## config.mk

```make
export PLATFORM = sky130hd
export DESIGN_NAME = rr_stream_arbiter
export DESIGN_NICKNAME = d
export VERILOG_FILES = /design/src/rtl/rr_stream_arbiter_pkg.sv /design/src/rtl/rr_priority_pick.sv /design/src/rtl/rr_stream_arbiter.sv
export SDC_FILE = /design/constraint.sdc
export NUM_CORES = 1
export LEC_CHECK = 0
export ABC_CLOCK_PERIOD_IN_PS = 3700
export BUFFER_PORTS_ARGS = -buffer_cell sky130_fd_sc_hd__buf_2
export CAP_MARGIN = 0
export CORE_UTILIZATION = 49
export CTS_BUF_LIST = sky130_fd_sc_hd__clkbuf_8 sky130_fd_sc_hd__clkbuf_16
export DETAILED_ROUTE_END_ITERATION = 7
export GPL_ROUTABILITY_DRIVEN = 0
export GPL_TIMING_DRIVEN = 0
export PLACE_DENSITY_LB_ADDON = 0.08
export SKIP_CTS_REPAIR_TIMING = 1
export SLEW_MARGIN = 20
export SYNTH_ARGS = -nofsm -noshare
export SYNTH_HDL_FRONTEND = slang
export SYNTH_HIERARCHICAL = 1
export SYNTH_SLANG_ARGS = --single-unit
```

## constraint.sdc

```tcl
create_clock -name clk -period 3.7 [get_ports clk]
set_input_delay 0.185 -clock clk [delete_from_list [all_inputs] [get_ports clk]]
set_output_delay 0.185 -clock clk [all_outputs]
set_load 0.005 [all_outputs]
```

## src/rtl/rr_stream_arbiter_pkg.sv

```systemverilog
// Shared types and helpers for the round-robin stream arbiter.
package rr_stream_arbiter_pkg;

  typedef enum logic {ARB_IDLE, ARB_LOCKED} arb_state_e;

  // Maps a search offset relative to base back to a requester index (mod n).
  function automatic int unsigned rr_rotate(input int unsigned base,
                                            input int unsigned offs,
                                            input int unsigned n);
    int unsigned s;
    s = base + offs;
    return (s >= n) ? s - n : s;
  endfunction

endpackage

```

## src/rtl/rr_priority_pick.sv

```systemverilog
// Combinational rotating-priority picker: first set request at or above ptr, wrapping.
module rr_priority_pick
  import rr_stream_arbiter_pkg::*;
#(
  parameter int NUM_REQ  = 4,
  parameter int ID_WIDTH = $clog2(NUM_REQ)
) (
  input  logic [NUM_REQ-1:0]  req,
  input  logic [ID_WIDTH-1:0] ptr,
  output logic                found,
  output logic [ID_WIDTH-1:0] idx
);

  logic [ID_WIDTH-1:0] sel;

  // Scan from the farthest offset down so the closest request to ptr wins.
  always_comb begin
    found = 1'b0;
    idx   = '0;
    sel   = '0;
    for (int k = NUM_REQ - 1; k >= 0; k--) begin
      sel = ID_WIDTH'(rr_rotate(32'(ptr), 32'(k), 32'(NUM_REQ)));
      if (req[sel]) begin
        found = 1'b1;
        idx   = sel;
      end
    end
  end

endmodule

```

## src/rtl/rr_stream_arbiter.sv

```systemverilog
// Packet-locking round-robin arbiter feeding one registered valid/ready output stage.
module rr_stream_arbiter
  import rr_stream_arbiter_pkg::*;
#(
  parameter  int NUM_REQ    = 4,
  parameter  int DATA_WIDTH = 8,
  localparam int ID_WIDTH   = $clog2(NUM_REQ)
) (
  input  logic                                clk,
  input  logic                                rst_n,
  input  logic [NUM_REQ-1:0]                  req_valid,
  output logic [NUM_REQ-1:0]                  req_ready,
  input  logic [NUM_REQ-1:0][DATA_WIDTH-1:0]  req_data,
  input  logic [NUM_REQ-1:0]                  req_last,
  output logic                                out_valid,
  input  logic                                out_ready,
  output logic [DATA_WIDTH-1:0]               out_data,
  output logic                                out_last,
  output logic [ID_WIDTH-1:0]                 out_id
);

  arb_state_e          state_q, state_d;
  logic [ID_WIDTH-1:0] rr_ptr_q, rr_ptr_d;
  logic [ID_WIDTH-1:0] lock_id_q, lock_id_d;
  logic                pick_found;
  logic [ID_WIDTH-1:0] pick_idx;
  logic                grant_vld;
  logic [ID_WIDTH-1:0] grant_id;
  logic                stage_free;
  logic                xfer;

  rr_priority_pick #(
    .NUM_REQ  (NUM_REQ),
    .ID_WIDTH (ID_WIDTH)
  ) u_pick (
    .req   (req_valid),
    .ptr   (rr_ptr_q),
    .found (pick_found),
    .idx   (pick_idx)
  );

  assign stage_free = !out_valid || out_ready;

  // While locked the grant stays on lock_id even if that requester idles.
  always_comb begin
    grant_vld = (state_q == ARB_LOCKED) || pick_found;
    grant_id  = (state_q == ARB_LOCKED) ? lock_id_q : pick_idx;
  end

  assign xfer = grant_vld && stage_free && req_valid[grant_id];

  always_comb begin
    req_ready = '0;
    if (grant_vld && stage_free && rst_n) req_ready[grant_id] = 1'b1;
  end

  always_ff @(posedge clk or negedge rst_n) begin
    if (!rst_n) begin
      state_q   <= ARB_IDLE;
      rr_ptr_q  <= '0;
      lock_id_q <= '0;
    end else begin
      state_q   <= state_d;
      rr_ptr_q  <= rr_ptr_d;
      lock_id_q <= lock_id_d;
    end
  end

  // The pointer advances only on a last-beat transfer.
  always_comb begin
    state_d   = state_q;
    rr_ptr_d  = rr_ptr_q;
    lock_id_d = lock_id_q;
    if (xfer) begin
      if (req_last[grant_id]) begin
        state_d  = ARB_IDLE;
        rr_ptr_d = ID_WIDTH'(rr_rotate(32'(grant_id), 32'd1, 32'(NUM_REQ)));
      end else begin
        state_d   = ARB_LOCKED;
        lock_id_d = grant_id;
      end
    end
  end

  always_ff @(posedge clk or negedge rst_n) begin
    if (!rst_n) begin
      out_valid <= 1'b0;
      out_data  <= '0;
      out_last  <= 1'b0;
      out_id    <= '0;
    end else if (stage_free) begin
      out_valid <= xfer;
      if (xfer) begin
        out_data <= req_data[grant_id];
        out_last <= req_last[grant_id];
        out_id   <= grant_id;
      end
    end
  end

endmodule
```

==> results.yml, run 1 <==
place:
  pre_cts_slack_ps: 1400
  dpl_cell_area_mm2: 0.00155
  portBuffers: 58
  dp_hpwl_um: 2440
power_and_ir_drop:
  p_leak_uw: 0.000810
  p_per_area_mw_per_mm2: 880
  peakVddDrop_mv: 0.714
setup_path:
  crit_chain: "nor3b_1, a211oi_1, nor2_1, mux2i_2, buf_6, buf_4, buf_4, ha_1, and2_1, buf_2"
  cpMostUsedCell: "buf_4"
  cp-end-kind: "output pin"
  crit_buf_inv: 4
  cp_max_fo: 11
  worstSetupStartpointType: "flop"
  cp_num_cells: 10
  r2r_end: "rr_ptr_q[1]$_DFFE_PN0P_"
  endpoint: "req_ready[0]"
  crit_type: "flop to output pin"
  r2r_slack_ps: 1380
  crit_required_ps: 3510
  critical_path.top_delay_family: "buffers and inverters"
  reg2reg_from: "rr_ptr_q[0]$_DFFE_PN0P_"
  startpoint: "rr_ptr_q[0]$_DFFE_PN0P_"
  critPathSlowestCell: "dfrtp_1"
  r2r_cells: 9
  crit_path_max_incr_delay_ps: 430
  critPathArrivalTime_ps: 2300
min_path:
  hold_class: "input pin to flop"
detailed_routing:
  wirelength_um: 3090
  drt_first_pass_iters: 4
  drc_errors: 0
  ant_nets: 0
  vias: 1159
  drt_iter0_drc: 18
  via_per_inst: 5.27
  routedWlPerCell_um: 14.0
clock_tree:
  ctsRootBufferMaster: "clkbuf_8"
  cts_sinks: 17
  numCtsBuffers: 3
  h-tree-depth: 1
  clk_pin_slew_ps: 60
  cts_tree: "done"
  insertion_delay_ps: 250
  cts.path.max_buffers: 2
global_route:
  grt_max_degree: 19
  grt_use_total_pct: 25.9
  antenna_found_initial: 0
  grt_pass1_wl_um: 5060
  grt_pass1_vias: 1160
  gr-total-overflow: 0
final_layout:
  syn_to_final_growth_pct: 31.2
  nNetsFinal: 240
  seq_area_um2: 425
  diodes: 0
  layout-drive-gt1-share_pct: 42.2
  fillers: 183
  utilization_pct: 70.3
  multi_input_area_um2: 718
  finish.instance_area_mm2: 0.00160
synth:
  yosys_warnings: 6
  synth_cells: 129
  syn_nets: 176
  ys_seq_area_share_pct: 34.9
  synth_cell_types: 32
  syn-cell-area_mm2: 0.00122
  syn_avg_cell_area_um2: 9.46
  synth_seq_cells: 17
sta:
  slew_headroom_pct: 74.5
  drv_slew: 0
  fmax_mhz: 403
  worst_slew_pin_slew_ps: 382
  timing.final.ws_setup_ps: 1220
  hold_viol: 0
  setup_viol: 0
  post-route-period-util_pct: 67.1
  setup_tns_ps: 0
  period_needed_ps: 2480
  fin_hold_ws_ps: 225
  finalClockSkew_ps: 2.10
  grt_setup_unrepaired: "no"
floorplan:
  start_util_pct: 53.6
  io_pins: 59
  core_mm2: 0.00228
  fp.dieH_um: 51.9
  rows: 17
  die-width_um: 51.9
  dieArea_mm2: 0.00269
run_status:
  status: "finished, final reports clean"
flow_run:
  maxCapViolCount: 0
## registers in the layout (all words and copies together), names as in the netlist
register / cells
out_last: 1
lock_id_q: 2
out_valid: 1
out_data: 8
rr_ptr_q: 2
out_id: 2
state_q: 1
## cell type report
class / count / share of cell area (%)
buffer: 7 / 3.60
clock buffer: 3 / 2.58
clock inverter: 1 / 0.235
inverter: 5 / 1.17
multi-input combinational: 100 / 44.9
sequential: 17 / 26.6
tap: 28 / 2.19
timing repair buffer: 59 / 18.8
## worst min-delay path by stage
| stage | endpoint | slack [ps] | cells past startpoint | startpoint |
|---|---|---|---|---|
| 2_1_floorplan | lock_id_q[0]$_DFFE_PN0P_ | -110 | 0 | rst_n |
| 3_3_place_gp | out_last$_DFFE_PN0P_ | 120 | 1 | rst_n |
| 3_5_place_dp | out_valid$_DFFE_PN0P_ | 130 | 1 | rst_n |
| 4_1_cts | out_valid$_DFFE_PN0P_ | -140 | 1 | rst_n |
| 5_1_grt | out_valid$_DFFE_PN0P_ | 240 | 3 | out_ready |
| 6_report | out_valid$_DFFE_PN0P_ | 220 | 3 | out_ready |
## layout by cell type, fill, tap and decap left out, drive strengths merged, types with 2 or more instances in the layout
cell type / instances
clkbuf: 3
nor2: 9
nand2b: 6
dfrtp: 17
nand2: 20
a211oi: 10
inv: 6
and2b: 2
and2: 4
buf: 65
nor2b: 6
mux2i: 7
ha: 4
a21oi: 2
mux2: 13
a31oi: 8
## power by group
part	internal (uW)	switching [uW]
Combinational	441	489
Sequential	288	60.1
Clock	73.4	56.3
Total	803	605
## routing by layer
metal,track usage [%],wire length [um],vias to the layer above
li1,-,-,578
met2,42.7,1510,43
met5,0,0,-
met1,33.4,1380,534
met3,4.97,179,4
met4,9.46,25,0
## cells in the mapped netlist, drive strengths merged
cell type / count / area share, %
a21oi: 2 / 1.1
a31oi: 8 / 4.1
o211ai: 1 / 0.62
and2b: 2 / 1.2
nor2b: 6 / 3.1
a32oi: 1 / 0.72
nand3: 1 / 0.41
buf: 7 / 4.7
nand3b: 1 / 0.62
mux2: 13 / 12
o21ai: 1 / 0.41
a211oi: 10 / 6.6
inv: 5 / 1.5
nor2: 9 / 2.8
o221ai: 1 / 1.2
ha: 4 / 4.1
nand2: 20 / 6.4
nand2b: 6 / 3.1
dfrtp: 17 / 35
nor3b: 1 / 0.62
mux2i: 7 / 6.4
a21bo: 1 / 0.82
and2: 4 / 2.1
a21boi: 1 / 0.62
## cells by family (layout without fill, tap and decap cells)
| family | after synthesis | after routing | share of synthesized area [%] |
|---|---|---|---|
| AND/OR/NAND/NOR | 50 | 50 | 20.2 |
| AO/OA/AOI/OAI | 26 | 26 | 16.2 |
| multiplexers | 20 | 20 | 18.4 |
| flip-flops | 17 | 17 | 34.9 |
| buffers and inverters | 12 | 75 | 6.26 |
| adder cells (fa/ha/maj) | 4 | 4 | 4.10 |
## stage by stage
| step | power (uW) | instances |
|---|---|---|
| 2_1_floorplan | 1010 | 129 |
| 3_3_place_gp | 1230 | 215 |
| 3_5_place_dp | 1270 | 215 |
| 4_1_cts | 1420 | 219 |
| 5_1_grt | 1530 | 220 |
| 6_report | 1410 | 220 |
## worst min-delay path: cells and delay by family
family                 cells  cell delay (ps)
buffers and inverters      1               70
and+or+nand+nor            2              180
No activity file was read; power rests on OpenSTA's default activity.
==> run 2: changes to the inputs <==
- ABC_CLOCK_PERIOD_IN_PS: 3700 -> 2300
- CORE_UTILIZATION: 49 -> 46
- clock period: 3.7 -> 2.3 ns (I/O delays scaled with it)
==> run 2 against run 1 <==
Design area rose by 16%. Clock-buffer cell count is the same. Via count rose by 9.1%. Combinational power rose by 120%. First-iteration DRC count is 72% higher. Register-to-register slack lost 1300 ps. Critical endpoint is now lock_id_q[0]$_DFFE_PN0P_. Largest power group unchanged.
==> results.yml, run 2 (same netlist as run 1, synthesis figures left out) <==
run_status:
  status: "finished, final reports clean"
sta:
  period_needed_ps: 2230
  setup_viol: 0
  post-route-period-util_pct: 97.0
  fmax_mhz: 448
  grt_setup_unrepaired: "yes"
  setup_tns_ps: 0
  finalClockSkew_ps: 0.741
  worst_slew_pin_slew_ps: 384
  hold_viol: 0
  drv_slew: 0
  slew_headroom_pct: 74.4
setup_path:
  r2r_slack_ps: 70
  crit_chain: "nand2b_4, a21oi_2, a211oi_2, mux2i_2, buf_6, mux2i_1, nand3b_1, mux2_2"
  crit_required_ps: 2440
  worstSetupStartpointType: "flop"
  crit_path_max_incr_delay_ps: 460
  critPathArrivalTime_ps: 2370
  cp-end-kind: "flop"
  reg2reg_from: "rr_ptr_q[1]$_DFFE_PN0P_"
  crit_buf_inv: 1
  r2r_end: "lock_id_q[0]$_DFFE_PN0P_"
  critical_path.top_delay_family: "multiplexers"
  crit_type: "flop to flop"
  cp_max_fo: 6
  critPathSlowestCell: "dfrtp_2"
  r2r_cells: 8
floorplan:
  start_util_pct: 48.8
  fp.dieH_um: 53.5
  core_mm2: 0.00250
  rows: 18
  die-width_um: 53.5
  io_pins: 59
  dieArea_mm2: 0.00286
detailed_routing:
  ant_nets: 0
  drt_first_pass_iters: 4
  wirelength_um: 3420
  routedWlPerCell_um: 14.4
  drt_iter0_drc: 31
  via_per_inst: 5.31
  vias: 1264
  drc_errors: 0
global_route:
  gr-total-overflow: 0
  grt_max_degree: 19
  grt_use_total_pct: 24.5
  antenna_found_initial: 0
  grt_pass1_wl_um: 4930
  grt_pass1_vias: 1152
final_layout:
  layout_commonest_cell: "buf_2"
  largest_register_ffs: 8
  fillers: 193
  syn_to_final_growth_pct: 52.6
  nNetsFinal: 256
  diodes: 0
  seq_area_um2: 427
  layout-drive-gt1-share_pct: 56.3
  max_flop_register: "out_data"
  final_cells: 238
  multi_input_area_um2: 801
  final_cell_mix: "buf_2, nand2_1, dfrtp_1, buf_4"
flow_run:
  maxCapViolCount: 0
clock_tree:
  h-tree-depth: 1
  insertion_delay_ps: 250
  cts_tree: "done"
  cts.path.max_buffers: 2
  numCtsBuffers: 3
  cts_sinks: 17
  ctsRootBufferMaster: "clkbuf_8"
  clk_pin_slew_ps: 60
min_path:
  min_from: "out_ready"
  holdPathEnd: "out_valid$_DFFE_PN0P_"
  hold_class: "input pin to flop"
  holdPathStages: 3
power_and_ir_drop:
  p_leak_uw: 0.000924
  p_per_area_mw_per_mm2: 1520
  total_power_uw: 2830
  peakVddDrop_mv: 1.09
place:
  dp_hpwl_um: 2370
  portBuffers: 58
  place_inst: 217
[run 2: changes by cell type in the layout (fill, tap and decap cells not counted), sizes merged]
cell and change:
buf +15, clkbuf +1
[run 2: where the power goes]
group / internal, uW / switching, uW
registers: 466 / 103
logic: 1110 / 934
clock network: 118 / 94.0
[run 2: layout make-up]
cell class	count	share of cell area (%)
Clock inverter	1	0.202
Inverter	5	1.14
Clock buffer	3	2.22
Tap cell	30	2.02
Buffer	7	4.64
Sequential cell	17	22.9
Timing Repair Buffer	75	23.9
Multi-Input combinational cell	100	43.0
[run 2: worst reg2reg max path: stages (launching register included)]
cell and delay (ps):
dfrtp_2 460, nand2b_4 160, a21oi_2 160, a211oi_2 80, mux2i_2 290, buf_6 180
mux2i_1 280, nand3b_1 190, mux2_2 340
[run 2: through the flow]
stage	instance area [um2]	util [%]	worst slack [ps]	hold WS, ps
4_1_cts	1590	63.7	-150	-210
3_3_place_gp	1550	61.9	46.6	54.6
5_1_grt	1860	74.5	-39.1	163
3_5_place_dp	1550	61.9	-12.7	62.0
6_report	1860	74.5	68.7	158
2_1_floorplan	1220	-	206	-181
[run 2: how the worst max path moves through the flow]
stage | start | depth (start not counted) | end | slack, ps
finish | rr_ptr_q[1]$_DFFE_PN0P_ | 8 | lock_id_q[0]$_DFFE_PN0P_ | 70
global placement | rr_ptr_q[0]$_DFFE_PN0P_ | 9 | rr_ptr_q[1]$_DFFE_PN0P_ | 50
global route | rr_ptr_q[1]$_DFFE_PN0P_ | 8 | lock_id_q[0]$_DFFE_PN0P_ | -40
CTS | rr_ptr_q[0]$_DFFE_PN0P_ | 10 | req_ready[1] | -150
floorplan | rr_ptr_q[0]$_DFFE_PN0P_ | 9 | rr_ptr_q[1]$_DFFE_PN0P_ | 210
detailed placement | rr_ptr_q[0]$_DFFE_PN0P_ | 9 | rr_ptr_q[1]$_DFFE_PN0P_ | -10
[run 2: metal layers]
layer / GRT usage [%] / part of all wire (%) / vias up / routed length (um)
li1: - / - / 614 / -
met1: 33.1 / 44 / 595 / 1510
met2: 38.5 / 48 / 50 / 1640
met3: 2.59 / 6.3 / 5 / 216
met4: 11.4 / 1.4 / 0 / 47
met5: 0 / 0 / - / 0
==> run 3: changes to the inputs <==
- RECOVER_POWER: not set -> 50
==> run 3 against run 2 <==
Setup slack improved by 0.77 ps. Via count is the same. Utilization down 0.15 points. Flip-flop and latch count unchanged. Global-route usage stayed put. First-iteration DRC count unchanged. Clock skew barely moved. Clock power barely moved. Critical path depth is the same. Register-to-register slack barely moved. Power down 0.21%. Cell count did not move.
==> results.yml, run 3 (same netlist as run 1, synthesis figures left out) <==
clock_tree:
  cts.path.max_buffers: 2
  cts_tree: "done"
  insertion_delay_ps: 250
  h-tree-depth: 1
  clk_pin_slew_ps: 60
  numCtsBuffers: 3
  cts_sinks: 17
  ctsRootBufferMaster: "clkbuf_8"
global_route:
  grt_pass1_wl_um: 4930
  gr-total-overflow: 0
  antenna_found_initial: 0
  grt_use_total_pct: 24.5
  grt_pass1_vias: 1152
  grt_max_degree: 19
final_layout:
  max_flop_register: "out_data"
  final_cell_mix: "buf_2, nand2_1, dfrtp_1, buf_4"
  nNetsFinal: 256
  largest_register_ffs: 8
  diodes: 0
  final_cells: 238
  layout_commonest_cell: "buf_2"
  syn_to_final_growth_pct: 52.3
  finish.instance_area_mm2: 0.00186
  layout-drive-gt1-share_pct: 54.8
  utilization_pct: 74.3
setup_path:
  critPathSlowestCell: "dfrtp_2"
  crit_path_max_incr_delay_ps: 460
  critPathArrivalTime_ps: 2370
  crit_type: "flop to flop"
  cp_max_fo: 6
  worstSetupStartpointType: "flop"
  critical_path.top_delay_family: "multiplexers"
  crit_chain: "nand2b_4, a21oi_2, a211oi_2, mux2i_2, buf_6, mux2i_1, nand3b_1, mux2_2"
  crit_required_ps: 2440
  crit_buf_inv: 1
  cp-end-kind: "flop"
flow_run:
  maxCapViolCount: 0
detailed_routing:
  drt_first_pass_iters: 4
  routedWlPerCell_um: 14.4
  wirelength_um: 3420
  vias: 1264
  drt_iter0_drc: 31
  ant_nets: 0
  via_per_inst: 5.31
  drc_errors: 0
power_and_ir_drop:
  swShare_pct: 40.1
  power.switching_uw: 1130
  intPower_uw: 1690
  peakVddDrop_mv: 1.07
  seq_power_share_pct: 20.2
  clockPowerShare_pct: 7.5
  total_power_uw: 2820
  power_frac_comb_pct: 72.3
  p_per_area_mw_per_mm2: 1520
  p_leak_uw: 0.000916
sta:
  slew_headroom_pct: 74.2
  drv_slew: 0
  timing.final.ws_setup_ps: 69.5
  worst_slew_pin_slew_ps: 387
  hold_viol: 0
  fmax_mhz: 448
  setup_viol: 0
  post-route-period-util_pct: 97.0
  grt_setup_unrepaired: "yes"
  finalClockSkew_ps: 0.730
  period_needed_ps: 2230
min_path:
  hold_class: "input pin to flop"
floorplan:
  dieArea_mm2: 0.00286
  die-width_um: 53.5
  start_util_pct: 48.8
  core_mm2: 0.00250
  rows: 18
  fp.dieH_um: 53.5
  io_pins: 59
place:
  dp_hpwl_um: 2370
  pre_cts_slack_ps: -12.7
  portBuffers: 58
  place_inst: 217
  dpl_cell_area_mm2: 0.00155
run_status:
  status: "finished, final reports clean"
run 3: worst paths after layout:
check | cells past startpoint | slack, ps | endpoint | start
max in group asynchronous | 2 | 1680 | rr_ptr_q[1]$_DFFE_PN0P_ | rst_n
worst min register to register | 1 | 490 | out_data[5]$_DFFE_PN0P_ | out_data[5]$_DFFE_PN0P_
worst max-delay path | 8 | 70 | lock_id_q[0]$_DFFE_PN0P_ | rr_ptr_q[1]$_DFFE_PN0P_
min in group asynchronous | 2 | 330 | out_valid$_DFFE_PN0P_ | rst_n
worst min-delay path | 3 | 160 | out_valid$_DFFE_PN0P_ | out_ready
worst max register to register | 8 | 70 | lock_id_q[0]$_DFFE_PN0P_ | rr_ptr_q[1]$_DFFE_PN0P_
run 3: power by group through the flow:
| stage | registers [uW] | clock network [uW] | logic (uW) |
|---|---|---|---|
| global route | 591 | 235 | 2220 |
| global placement | 556 | 0 | 1440 |
| detailed placement | 564 | 0 | 1480 |
| CTS | 561 | 221 | 1490 |
| finish | 570 | 212 | 2040 |
| floorplan | 564 | 0 | 1060 |
run 3: final cells by class:
class                   instances  area (um2)
multi-input cells             100         801
fillers                       194         642
repair buffers                 75         440
flip-flops and latches         17         427
plain buffers                   7        86.3
clock buffers                   3        41.3
well taps                      30        37.5
inverters                       5        21.3
clock inverters                 1        3.75
run 3: worst register-to-register path: stages (launching register included):
cell,delay [ps]
dfrtp_2,460
nand2b_4,160
a21oi_2,160
a211oi_2,80
mux2i_2,290
buf_6,180
mux2i_1,280
nand3b_1,190
mux2_2,340
run 3: routing by layer:
metal  GRT usage, %  up-vias  share of wire, %  wire (um)
li1               -      614                 -          -
met1           33.1      595                44       1510
met2           38.5       50                48       1650
met3           2.59        5               6.3        215
met4           11.4        0               1.4         47
met5              0        -                 0          0
run 3: per-stage QoR:
step | hold slack [ps] | TNS, ps
2_1_floorplan | -181 | 0
3_3_place_gp | 54.6 | 0
3_5_place_dp | 62.0 | -16.7
4_1_cts | -210 | -576
5_1_grt | 163 | -248
6_report | 158 | 0
